===== src/rtl/proc_pkg.sv =====
// Shared processor definitions: state codes, opcode values and widths used by
// the instruction sequencer and the control unit.
package proc_pkg;

   localparam int unsigned STATE_W = 6;
   localparam int unsigned OP_W    = 8;

   typedef enum logic [STATE_W-1:0] {
      ST_IDLE   = 6'd0,
      ST_FETCH1 = 6'd1,
      ST_FETCH2 = 6'd2,
      ST_FETCH3 = 6'd3,
      ST_CLAC   = 6'd4,
      ST_LDAC1  = 6'd5,
      ST_LDAC2  = 6'd6,
      ST_LDAC3  = 6'd7,
      ST_STAC1  = 6'd8,
      ST_STAC2  = 6'd9,
      ST_STAC3  = 6'd10,
      ST_MVACR  = 6'd11,
      ST_MVRAC  = 6'd12,
      ST_ADD    = 6'd13,
      ST_MUL    = 6'd14,
      ST_DECODE = 6'd15,
      ST_END    = 6'd16
   } state_t;

   localparam logic [OP_W-1:0] OP_CLAC  = 8'h01;
   localparam logic [OP_W-1:0] OP_LDAC  = 8'h02;
   localparam logic [OP_W-1:0] OP_STAC  = 8'h03;
   localparam logic [OP_W-1:0] OP_MVACR = 8'h04;
   localparam logic [OP_W-1:0] OP_MVRAC = 8'h05;
   localparam logic [OP_W-1:0] OP_ADD   = 8'h06;
   localparam logic [OP_W-1:0] OP_MUL   = 8'h07;
   localparam logic [OP_W-1:0] OP_END   = 8'hFF;

endpackage


===== src/rtl/opcode_decode.sv =====
// Combinational opcode dispatch: maps the IR opcode to the first execute
// state, flagging any opcode that has no defined instruction.
module opcode_decode
   import proc_pkg::*;
#(
   parameter int unsigned OPW = 8
) (
   input  logic [OPW-1:0] ir_opcode,
   output state_t         next_state_c,
   output logic           illegal_c
);

   always_comb begin
      next_state_c = ST_IDLE;
      illegal_c    = 1'b0;
      case (ir_opcode)
         OPW'(OP_CLAC):  next_state_c = ST_CLAC;
         OPW'(OP_LDAC):  next_state_c = ST_LDAC1;
         OPW'(OP_STAC):  next_state_c = ST_STAC1;
         OPW'(OP_MVACR): next_state_c = ST_MVACR;
         OPW'(OP_MVRAC): next_state_c = ST_MVRAC;
         OPW'(OP_ADD):   next_state_c = ST_ADD;
         OPW'(OP_MUL):   next_state_c = ST_MUL;
         OPW'(OP_END):   next_state_c = ST_END;
         default:        illegal_c    = 1'b1;
      endcase
   end

endmodule


===== src/rtl/instr_sequencer.sv =====
// Instruction sequencer: walks fetch/decode/execute states, counts retired
// instructions and flags undefined opcodes; stall freezes everything but IDLE.
module instr_sequencer
   import proc_pkg::*;
#(
   parameter int unsigned OPW  = 8,
   parameter int unsigned CNTW = 16
) (
   input  logic               clock,
   input  logic               reset_n,
   input  logic               start,
   input  logic               stall,
   input  logic [OPW-1:0]     ir_opcode,
   output logic [STATE_W-1:0] state,
   output logic               busy,
   output logic               done,
   output logic               illegal,
   output logic [CNTW-1:0]    instr_count
);

   state_t            state_q;
   state_t            state_d;
   state_t            adv_state;
   state_t            dec_state;
   logic              dec_illegal;
   logic              retire;
   logic              known;
   logic              done_d;
   logic              illegal_d;
   logic [CNTW-1:0]   count_d;

   opcode_decode #(.OPW(OPW)) u_decode (
      .ir_opcode    (ir_opcode),
      .next_state_c (dec_state),
      .illegal_c    (dec_illegal)
   );

   // All sequencer state in one register block.
   always_ff @(posedge clock or negedge reset_n) begin
      if (!reset_n) begin
         state_q     <= ST_IDLE;
         done        <= 1'b0;
         illegal     <= 1'b0;
         instr_count <= '0;
      end else begin
         state_q     <= state_d;
         done        <= done_d;
         illegal     <= illegal_d;
         instr_count <= count_d;
      end
   end

   // Next state and register updates; adv_state is where an unstalled cycle goes.
   always_comb begin
      state_d   = state_q;
      done_d    = 1'b0;
      illegal_d = illegal;
      count_d   = instr_count;
      adv_state = ST_IDLE;
      retire    = 1'b0;
      known     = 1'b1;

      case (state_q)
         ST_IDLE:   adv_state = ST_FETCH1;
         ST_FETCH1: adv_state = ST_FETCH2;
         ST_FETCH2: adv_state = ST_FETCH3;
         ST_FETCH3: adv_state = ST_DECODE;
         ST_DECODE: adv_state = dec_state;
         ST_LDAC1:  adv_state = ST_LDAC2;
         ST_LDAC2:  adv_state = ST_LDAC3;
         ST_STAC1:  adv_state = ST_STAC2;
         ST_STAC2:  adv_state = ST_STAC3;
         ST_CLAC, ST_LDAC3, ST_STAC3, ST_MVACR, ST_MVRAC, ST_ADD, ST_MUL: begin
            adv_state = ST_FETCH1;
            retire    = 1'b1;
         end
         ST_END: begin
            adv_state = ST_IDLE;
            retire    = 1'b1;
         end
         default:   known = 1'b0;
      endcase

      // Unreachable codes recover to IDLE even while stalled.
      if (!known) begin
         state_d = ST_IDLE;
      end else if (state_q == ST_IDLE) begin
         if (start) begin
            state_d   = ST_FETCH1;
            illegal_d = 1'b0;
            count_d   = '0;
         end
      end else if (!stall) begin
         state_d = adv_state;
         done_d  = (state_q == ST_END);
         if ((state_q == ST_DECODE) && dec_illegal) begin
            illegal_d = 1'b1;
         end
         if (retire) begin
            count_d = instr_count + CNTW'(1);
         end
      end
   end

   assign state = state_q;
   assign busy  = (state_q != ST_IDLE);

endmodule


===== config.mk =====
export PLATFORM = sky130hd
export DESIGN_NAME = instr_sequencer
export DESIGN_NICKNAME = d
export VERILOG_FILES = /design/src/rtl/proc_pkg.sv /design/src/rtl/opcode_decode.sv /design/src/rtl/instr_sequencer.sv
export SDC_FILE = /design/constraint.sdc
export NUM_CORES = 1
export LEC_CHECK = 0
export CAP_MARGIN = 0
export CORE_MARGIN = 2
export CORE_UTILIZATION = 61
export DETAILED_ROUTE_END_ITERATION = 12
export DONT_BUFFER_PORTS = 1
export GPL_ROUTABILITY_DRIVEN = 0
export PLACE_DENSITY = 0.77
export SLEW_MARGIN = 20
export SYNTH_ARGS = -nofsm -noshare
export SYNTH_HDL_FRONTEND = slang
export SYNTH_SLANG_ARGS = --single-unit

===== constraint.sdc =====
create_clock -name clock -period 2.55 [get_ports clock]
set_input_delay 0.51 -clock clock [delete_from_list [all_inputs] [get_ports clock]]
set_output_delay 0.51 -clock clock [all_outputs]
set_load 0.01 [all_outputs]

# After elaboration in Yosys (flattened, before gate mapping)

Cells that the tools add are included.

Reductions and logical operators: 12
Equal/unequal tests: 28
Multiplexer cells: 20
$add $sub $neg: 1

Operators with widths:

| operator                                             | count |
|---|---|
| two-way mux 16 bit                                   | 4 |
| case mux 6 bit (9 select lines)                      | 1 |
| equality test 6 x 4 -> 1 bit (second input constant) | 8 |
| case mux 5 bit (8 select lines)                      | 1 |
| equality test 8 x 3 -> 1 bit (second input constant) | 4 |
| equality test 6 x 3 -> 1 bit (second input constant) | 4 |
| two-way mux 6 bit                                    | 4 |
| OR reduction 17 bit                                  | 1 |
| adder 16 x 1 -> 16 bit (second input constant)       | 1 |
| equality test 8 x 2 -> 1 bit (second input constant) | 2 |
| OR reduction 8 bit                                   | 2 |
| equality test 6 x 2 -> 1 bit (second input constant) | 2 |
| two-way mux 1 bit                                    | 10 |
| equality test 8 x 1 -> 1 bit (second input constant) | 1 |
| equality test 8 bit (second input constant)          | 1 |
| AND reduction 4 bit                                  | 2 |
| OR reduction 7 bit                                   | 1 |
| equality test 6 x 1 -> 1 bit (second input constant) | 1 |
| equality test 6 x 5 -> 1 bit (second input constant) | 1 |
| zero test 6 bit                                      | 1 |
| nonzero test 6 bit                                   | 1 |
| nonzero test 2 bit                                   | 2 |
| != test 3 x 2 -> 1 bit (second input constant)       | 1 |
| != test 3 bit (second input constant)                | 1 |
| other kinds (4)                                      | 4 |

Register bits after elaboration: 24

# Logic depth before layout (Yosys ltp)

Gate-level depths: netlist of the first run.

Word-level depth: 7
Mapped depth: 8
Gate-level depth less buffers: 5

# Cells and area by module

Synthesis of the first run repeated with hierarchy kept, for this count alone.

Cells, all modules: 187
Area total of the unflattened synthesis: 1,659.1 um^2

By module, submodules not included:

| module          | instances | area each (um^2) | cells each |
|---|---|---|---|
| instr_sequencer | 1         | 1,535.2          | 169 |
| opcode_decode   | 1         | 123.9            | 18 |

# Least setup slack after synthesis of the first run

OpenSTA, ideal clock, no wires.

Path type: register to register
From: register state_q[1] (netlist: state[1])
To: register instr_count[11]
Setup slack: 0.242 ns
Data arrival time: 2.230 ns
Buffers on the path: 2
Library setup time: 0.078 ns
Stages on the path, launching flop included: 8
Cell sequence: dfrtp_1 -> or4_1 -> buf_2 -> mux2_4 -> o32ai_4 -> buf_2 -> or4_1 -> a21oi_1

Cells in the longest elaborated chain, start to end: 5
Elaborated cells between the ends (all ways): 26

Ends and longest elaborated chain:

| item                                                 | RTL line              | source |
|---|---|---|
| start: declaration                                   | instr_sequencer.sv:21 | `state_t state_q;` |
| start signal: assignment                             | instr_sequencer.sv:46 | `state_q <= state_d;` |
| equality test 6 x 5 -> 1 bit (tied with other cells) | instr_sequencer.sv:63 | `case (state_q)` |
| OR reduction 8 bit (no line)                         | -                     |  |
| two-way mux 1 bit                                    | instr_sequencer.sv:63 |  |
| nonzero test 2 bit (no line)                         | -                     |  |
| AND reduction 4 bit (no line)                        | -                     |  |
| end signal: assignment                               | instr_sequencer.sv:49 | `instr_count <= count_d;` |
| end: declaration                                     | instr_sequencer.sv:18 | `output logic [CNTW-1:0] instr_count` |

Parallel ways exist; a longest one is shown, timed or not.
A chain may end at the register's enable or synchronous reset.

# Worst setup path after layout of the first run

From: register state_q[1] (netlist: state[1])
To: register instr_count[8]

The elaborated chain is that of the path after synthesis.

==> impl_metrics.py, run 1 <==
metrics = {
    "finish": {
        "layout_commonest_cell": "dfrtp_1",
        "synthToLayoutAreaGrowth_pct": 3.15,
        "final_cell_mix": "dfrtp_1, nor2_1, a21oi_1",
        "nets": 196,
        "n_antenna_cell": 0,
        "drive_above_1_share_pct": 8.79,
    },
    "die": {
        "dieArea_um2": 2960,
        "coreArea_um2": 2430,
        "io_pins": 37,
        "die_h_um": 54.4,
        "initial_utilization_pct": 63.7,
        "fp.dieW_um": 54.4,
        "rows": 18,
    },
    "setup_path": {
        "critPathKind": "reg2reg",
        "crit_fanout": 30,
        "cp_slowest_cell": "or4_1",
        "cp.arrival_ps": 2600,
        "cp.required_ps": 2800,
        "critPathCaptureType": "flop",
        "max_stage_delay_ps": 640,
        "cp-start-kind": "flop",
        "path_cells": "or4_1, mux2_4, o32ai_4, or4bb_1, a21oi_1",
    },
    "routing": {
        "wire_per_inst_um": 17.2,
        "drtIter0Drc": 42,
        "ant_nets": 0,
        "via_count": 1415,
        "detail_route.vias_per_cell": 6.67,
        "routed_wl_um": 3650,
        "drc": 0,
        "first_pass_iters": 4,
    },
    "logic_synthesis": {
        "syn_nets": 196,
        "ys_seq_area_share_pct": 37.2,
        "synth_cell_types": 45,
        "ys.warnings.count": 0,
        "syn_avg_cell_area_um2": 8.46,
        "netlist_area_um2": 1550,
        "synthCells": 183,
        "ys_ff_latch": 23,
    },
    "min_path": {
        "min_path_type": "in2async",
    },
    "pwr": {
        "power_mw": 1.37,
        "leakagePower_nw": 0.634,
        "ir_drop_mv": 0.802,
        "power_density_nw_per_um2": 856,
    },
    "clocking": {
        "cts_tree": "yes",
        "cts_buffers": 3,
        "post_cts_buffers": 0,
        "clkTransAtPathRegs_ps": 130,
        "htree_levels": 1,
        "cts_root_buffer": "clkbuf_4",
        "clk_latency_ps": 310,
        "clockBufferDepth": 2,
        "clock_sinks": 23,
    },
    "global_route": {
        "grt_pass1_wl_um": 5790,
        "grt_pass1_vias": 1304,
        "antenna_found_initial": 0,
        "grt_util_all_layers_pct": 26.7,
        "overflow": 0,
        "grt_max_degree": 31,
    },
    "timing": {
        "grt_setup_unrepaired": "no",
        "hold_viol": 0,
        "fin_setup_tns_ps": 0,
        "setup_viol": 0,
        "finClkSkew_ps": 7.48,
        "period_share_pct": 92.2,
        "worst_pin_slew_ps": 893,
        "period_needed_ps": 2350,
        "max_slew_margin_pct": 40.4,
        "final_max_slew_viol_count": 0,
        "fmax_mhz": 425,
    },
    "placed_design": {
        "hpwl_um": 2690,
        "portBuffers": 0,
    },
    "job": {
        "cap_violations": 0,
    },
    "outcome": {
        "status": "finished, final reports clean",
    },
}
==> path summary, 6_finish.rpt <==
| check | startpoint | to | slack [ps] | depth (start not counted) |
|---|---|---|---|---|
| max | state[1] | instr_count[8] | 200 | 5 |
| min | reset_n | instr_count[10] | 160 | 1 |
| max reg2reg | state[1] | instr_count[8] | 200 | 5 |
| min reg2reg | instr_count[15] | instr_count[15] | 620 | 2 |
| max in group asynchronous | reset_n | state[1] | 2030 | 1 |
| min in group clock | stall | state[4] | 290 | 1 |
==> report_power, final <==
part	total (mW)	switching [mW]	internal [mW]
Combinational	0.748	0.471	0.276
Sequential	0.447	0.0408	0.407
Clock	0.172	0.111	0.0610
==> area by class of cell <==
| class | count | area (um^2) |
|---|---|---|
| Tap cell | 30 | 37.5 |
| Clock buffer | 4 | 26.3 |
| Multi-Input combinational cell | 144 | 890 |
| Fill cell | 214 | 835 |
| Sequential cell | 23 | 576 |
| Inverter | 3 | 11.3 |
| Timing Repair Buffer | 8 | 57.6 |
==> critical path, delay by kind of cell, from the launching register on <==
kind	cells	cell delay, ps
DFF	1	390
and+or+nand+nor	2	1230
muxes	1	290
AOI/OAI and AO/OA	2	390
==> synth_stat cells, drive strengths merged <==
master,number,area [um^2]
o31ai,5,37.5
nor3,4,20.0
nor2,21,78.8
nand3,11,55.1
a31o,1,8.76
o32a,1,10.0
nor4b,1,15.0
nor2b,4,25.0
and4b,1,10.0
nand2,13,48.8
and3,4,25.0
o21a,3,22.5
o31a,1,8.76
inv,3,11.3
a32o,1,10.0
xor2,1,8.76
buf,6,45.0
or4,6,45.0
o2bb2ai,2,17.5
o41ai,1,8.76
a22oi,3,22.5
o211ai,2,15.0
mux2,1,15.0
or3b,1,8.76
and2,4,25.0
and3b,1,8.76
conb,1,3.75
nand4,4,25.0
a21oi,16,80.1
dfrtp,23,576
clkbuf,7,27.5
o311a,1,10.0
o32ai,3,45.1
nor4,2,18.8
or3,5,31.3
ha,1,12.5
mux2i,2,20.0
o21ai,14,70.1
or4bb,2,22.5
==> timing repair <==
action,in CTS,in global routing
resized for setup,0,0
hold buffers,1,0
endpoints found under the hold margin,23,0
setup endpoints to repair,0,0
==> sequential cells by signal, summed over array words and instances, names as in the netlist <==
| signal | flops |
|---|---|
| instr_count | 16 |
| state | 5 |
| done | 1 |
| illegal | 1 |
==> layer usage <==
layer  vias up  GRT usage [%]  share of wire, %
met4         0           5.00              0.57
met2        30           49.6                54
li1        683              -                 -
met1       698           31.6                42
met5         -              0                 0
met3         4           5.19               4.1
==> kinds of logic after synthesis <==
kind of cell	count (synthesis)	share of synthesized area, %
AND/OR/NAND/NOR	84	29.9
flip-flops	23	37.2
XOR/XNOR	1	0.566
buffers and inverters	16	5.41
adder cells (fa/ha/maj)	1	0.808
AO/OA/AOI/OAI	54	23.7
multiplexers	3	2.26
other	1	0.242
==> metrics by stage <==
stage	hold WS [ps]	instance area, um^2	util (%)	instances	setup WS, ps
2_1_floorplan	214	1550	-	183	242
3_3_place_gp	215	1570	64.4	207	278
3_5_place_dp	215	1570	64.4	207	217
4_1_cts	276	1600	65.9	212	200
5_1_grt	176	1600	65.7	212	43.2
6_report	157	1600	65.7	212	198
Note: power is estimated with default switching activity, not from simulation.
==> run 2, diff against run 1 <==
--- a/config.mk
+++ b/config.mk
@@ -7,11 +7,10 @@
 export LEC_CHECK = 0
 export CAP_MARGIN = 0
 export CORE_MARGIN = 2
-export CORE_UTILIZATION = 61
+export CORE_UTILIZATION = 50
 export DETAILED_ROUTE_END_ITERATION = 12
 export DONT_BUFFER_PORTS = 1
 export GPL_ROUTABILITY_DRIVEN = 0
-export PLACE_DENSITY = 0.77
 export SLEW_MARGIN = 20
 export SYNTH_ARGS = -nofsm -noshare
 export SYNTH_HDL_FRONTEND = slang
==> impl_metrics.py, run 2 (synthesized netlist as in run 1, its figures left out) <==
metrics = {
    "global_route": {
        "grt_pass1_vias": 1312,
        "use_met1_pct": 29.8,
        "grt_pass1_wl_um": 5970,
        "gr-usage-met2_pct": 35.7,
        "antenna_found_initial": 0,
        "grt_max_degree": 31,
        "use_met3_pct": 3.46,
        "top_usage_layer": "met2",
        "overflow": 0,
        "grt_util_all_layers_pct": 21.6,
    },
    "clocking": {
        "cts_root_buffer": "clkbuf_4",
        "cts_tree": "yes",
        "clock_sinks": 23,
        "htree_levels": 1,
        "clockBufferDepth": 2,
        "clkTransAtPathRegs_ps": 130,
        "clk_latency_ps": 310,
        "cts_buffers": 3,
    },
    "finish": {
        "synthToLayoutAreaGrowth_pct": 4.44,
        "drive_above_1_share_pct": 10.3,
        "largest_reg_flops": 16,
        "nets": 198,
        "fill_cells": 282,
        "layout_commonest_cell": "dfrtp_1",
        "n_antenna_cell": 0,
        "largest-register": "instr_count",
        "final_cell_mix": "dfrtp_1, nor2_1, a21oi_1",
        "instances_no_fill": 217,
    },
    "setup_path": {
        "critPathCaptureType": "flop",
        "crit_path_start": "state[3]",
        "path_buf_inv": 0,
        "path_cells": "or4_1, mux2_4, o32ai_4, o31ai_1, a21oi_1",
        "timing.rr.start": "state[3]",
        "critPathKind": "reg2reg",
        "cp.required_ps": 2790,
        "crit_fanout": 30,
        "cp.arrival_ps": 2570,
        "cp-start-kind": "flop",
        "cp_slowest_cell": "o32ai_4",
        "cp_top_family": "compound AO/OA/AOI/OAI gates",
        "max_stage_delay_ps": 540,
    },
    "pwr": {
        "leakagePower_nw": 0.646,
        "ir_drop_mv": 0.329,
        "power_density_nw_per_um2": 859,
        "power_mw": 1.39,
    },
    "die": {
        "die_h_um": 59.7,
        "initial_utilization_pct": 51.6,
        "dieArea_um2": 3560,
        "io_pins": 37,
        "rows": 20,
        "fp.dieW_um": 59.7,
        "coreArea_um2": 3000,
    },
    "routing": {
        "via_count": 1409,
        "drc": 0,
        "wire_per_inst_um": 16.8,
        "drtIter0Drc": 99,
        "ant_nets": 0,
        "first_pass_iters": 4,
        "routed_wl_um": 3640,
        "detail_route.vias_per_cell": 6.49,
    },
    "timing": {
        "grt_setup_unrepaired": "no",
        "period_share_pct": 91.3,
        "whs_ps": 145,
        "fmax_mhz": 429,
        "max_slew_margin_pct": 36.2,
        "finClkSkew_ps": 6.06,
        "fin_setup_tns_ps": 0,
        "period_needed_ps": 2330,
        "final_max_slew_viol_count": 0,
        "setup_viol": 0,
        "worst_pin_slew_ps": 957,
        "hold_viol": 0,
    },
    "min_path": {
        "min_path_type": "in2async",
    },
    "placed_design": {
        "portBuffers": 0,
        "hpwl_um": 2690,
        "dp.cells": 212,
    },
    "outcome": {
        "status": "finished, final reports clean",
    },
    "job": {
        "cap_violations": 0,
    },
}
==> run 2: metal layers <==
metal	routed length [um]	vias up
met2	1700	47
met1	1650	674
met3	276	2
met5	0	-
met4	10	0
li1	-	686
==> run 2: where the power goes <==
part	switching, mW	total, mW	internal (mW)
Sequential	0.0547	0.461	0.406
Clock	0.113	0.171	0.0586
Combinational	0.467	0.757	0.289
Total	0.635	1.39	0.754
==> run 2: final timing paths <==
kind	cells after the start	slack, ps	end
max	5	220	instr_count[15]
min	1	140	instr_count[3]
max reg2reg	5	220	instr_count[15]
min reg2reg	2	610	illegal
max in group asynchronous	1	2060	instr_count[7]
min in group clock	1	290	state[4]
==> run 2: what timing repair did <==
| action | 4_1_cts | 5_1_grt |
|---|---|---|
| hold buffers | 1 | 0 |
| gates resized for setup | 0 | 0 |
| hold endpoints to repair | 23 | 0 |
| setup buffers | 0 | 0 |
==> run 2: layout make-up <==
type	instances	area [um^2]	share of cell area (%)
multi-input combinational	144	890	55.0
sequential	23	576	35.6
timing repair buffer	10	72.6	4.49
tap	33	41.3	2.55
clock buffer	3	22.5	1.39
inverter	3	11.3	0.696
clock inverter	1	5.00	0.309
==> run 2: per-stage QoR <==
stage	setup slack, ps	cell area, um^2	util [%]
6_report	222	1620	53.9
5_1_grt	84.4	1620	53.9
4_1_cts	235	1620	54.0
3_5_place_dp	242	1590	52.8
3_3_place_gp	336	1590	52.8
2_1_floorplan	242	1550	-
==> run 3, diff against run 2 <==
--- a/config.mk
+++ b/config.mk
@@ -5,12 +5,12 @@
 export SDC_FILE = /design/constraint.sdc
 export NUM_CORES = 1
 export LEC_CHECK = 0
+export ABC_AREA = 1
 export CAP_MARGIN = 0
 export CORE_MARGIN = 2
 export CORE_UTILIZATION = 50
 export DETAILED_ROUTE_END_ITERATION = 12
 export DONT_BUFFER_PORTS = 1
-export GPL_ROUTABILITY_DRIVEN = 0
 export SLEW_MARGIN = 20
 export SYNTH_ARGS = -nofsm -noshare
 export SYNTH_HDL_FRONTEND = slang
==> impl_metrics.py, run 3 <==
metrics = {
    "logic_synthesis": {
        "synth.most_common_cell": "nand2_1",
        "ys.warnings.count": 0,
        "ys_ff_latch": 23,
        "synth_edf_count": 0,
        "netlist_area_um2": 1870,
        "synth_top_area_share_pct": 30.8,
        "syn_avg_cell_area_um2": 6.29,
        "yosysTopAreaCell": "dfrtp_1",
        "synthTopCellsByArea": "dfrtp_1, nand2_1, nor2_1, nand3_1, inv_1",
        "syn_nets": 310,
        "synth_common_cells": "nand2_1, nor2_1, nand3_1",
        "ys.flop_type": "dfrtp_1",
        "async_reset_ff_share_pct": 100,
        "synth_cell_types": 29,
        "synthCells": 297,
        "ys_seq_area_share_pct": 30.8,
    },
    "pwr": {
        "ir_drop_mv": 0.326,
        "power_mw": 1.66,
        "leakagePower_nw": 0.951,
        "power_density_nw_per_um2": 862,
    },
    "placed_design": {
        "hpwl_um": 3270,
        "gp_routability_congestion": 0.864,
        "portBuffers": 0,
        "place_ws_ps": 584,
        "dpl-instance-area_um2": 1860,
        "dp.cells": 337,
    },
    "global_route": {
        "grt_util_all_layers_pct": 22.6,
        "overflow": 0,
        "antenna_found_initial": 0,
        "grt_max_degree": 24,
        "grt_pass1_wl_um": 7560,
        "grt_pass1_vias": 1629,
    },
    "finish": {
        "drive_above_1_share_pct": 7.48,
        "largest-register": "instr_count",
        "layout_commonest_cell": "nand2_1",
        "instances_no_fill": 342,
        "nets": 308,
        "n_antenna_cell": 0,
        "multi_input_area_um2": 1120,
        "synthToLayoutAreaGrowth_pct": 3.15,
        "final_cell_mix": "nand2_1, nor2_1, nand3_1",
        "largest_reg_flops": 16,
        "fill_cells": 401,
        "regArea_um2": 576,
        "fin_area_um2": 1930,
    },
    "timing": {
        "setup_slack_ps": 582,
        "fmax_mhz": 508,
        "period_share_pct": 77.2,
        "fin_setup_tns_ps": 0,
        "worst_pin_slew_ps": 511,
        "period_needed_ps": 1970,
        "max_slew_margin_pct": 65.5,
        "hold_viol": 0,
        "grt_setup_unrepaired": "no",
        "setup_viol": 0,
        "final_max_slew_viol_count": 0,
        "finClkSkew_ps": 3.84,
    },
    "clocking": {
        "clock_sinks": 23,
        "cts-resized-gates": 0,
        "cts_hold_buf": 1,
        "cts_root_buffer": "clkbuf_8",
        "htree_levels": 1,
        "post_cts_buffers": 0,
        "clk_latency_ps": 260,
        "cts_buffers": 3,
        "clockBufferDepth": 2,
        "cts_tree": "yes",
        "clkTransAtPathRegs_ps": 80,
    },
    "setup_path": {
        "cp_top_family": "simple AND/OR/NAND/NOR gates",
        "r2r_slack_ps": 580,
        "path_cells": "nor2_4, nand3_2, nand3_2, nand3_4, nand2_1, nand2_1",
        "crit_fanout": 16,
        "cp_slowest_cell": "dfrtp_1",
        "critPathCaptureType": "flop",
        "cp-start-kind": "flop",
        "path_buf_inv": 0,
        "cp.arrival_ps": 2120,
        "cp.required_ps": 2710,
        "critPathKind": "reg2reg",
        "max_stage_delay_ps": 560,
    },
    "routing": {
        "drc": 0,
        "ant_nets": 0,
        "wire_per_inst_um": 12.8,
        "routed_wl_um": 4370,
        "via_count": 1750,
        "drtIter0Drc": 146,
        "detail_route.vias_per_cell": 5.12,
        "first_pass_iters": 4,
    },
    "die": {
        "rows": 22,
        "io_pins": 37,
        "die_h_um": 65.1,
        "fp.dieW_um": 65.1,
        "coreArea_um2": 3630,
        "initial_utilization_pct": 51.4,
        "dieArea_um2": 4240,
    },
    "min_path": {
        "min_path_type": "in2async",
    },
    "outcome": {
        "status": "finished, final reports clean",
    },
    "job": {
        "cap_violations": 0,
    },
}
run 3: cells by family (layout without fill, tap and decap cells):
group / count (synthesis) / after routing / synth area share (%)
xor+xnor: 6 / 6 / 2.81
simple gates: 216 / 216 / 51.3
buf+inv: 35 / 32 / 8.98
fa+ha+maj: 1 / 1 / 0.670
other cells: 1 / 1 / 0.201
compound gates: 15 / 15 / 5.23
flops: 23 / 23 / 30.8
run 3: stage by stage:
step	hold slack, ps	utilization [%]
floorplan	214	-
global placement	215	51.2
detailed placement	215	51.2
CTS	45.1	53.0
global route	42.5	53.0
finish	42.6	53.0
run 3: area by class of cell:
| type | instances | share of cell area (%) |
|---|---|---|
| multi-input combinational | 239 | 58.3 |
| sequential | 23 | 29.9 |
| inverter | 27 | 5.26 |
| tap | 48 | 3.12 |
| clock buffer | 4 | 2.34 |
| timing repair buffer | 1 | 1.04 |
run 3: final timing paths:
path	start	endpoint	cells past startpoint
setup / recovery	state[3]	instr_count[10]	6
hold reg to reg	illegal	illegal	2
max in group asynchronous	reset_n	instr_count[14]	1
setup reg to reg	state[3]	instr_count[10]	6
min in group clock	stall	done	1
hold / removal	reset_n	state[3]	1
run 3: power by group:
part	switching (mW)	leakage (nW)	total [mW]	internal (mW)
clock network	0.119	0.0228	0.231	0.112
logic	0.568	0.620	0.815	0.247
registers	0.177	0.308	0.613	0.436
total	0.865	0.951	1.66	0.794
run 3: routing by layer:
layer	global-route usage, %	share of wire (%)	vias up
met2	33.1	40	44
met5	0	0	-
met1	34.1	52	766
met4	6.51	1.0	0
met3	3.94	6.8	4
li1	-	-	936
run 3: worst register-to-register path: cells and delay by family (launching register included):
kind	cells	cell delay, ps
flops	1	560
simple gates	6	1290
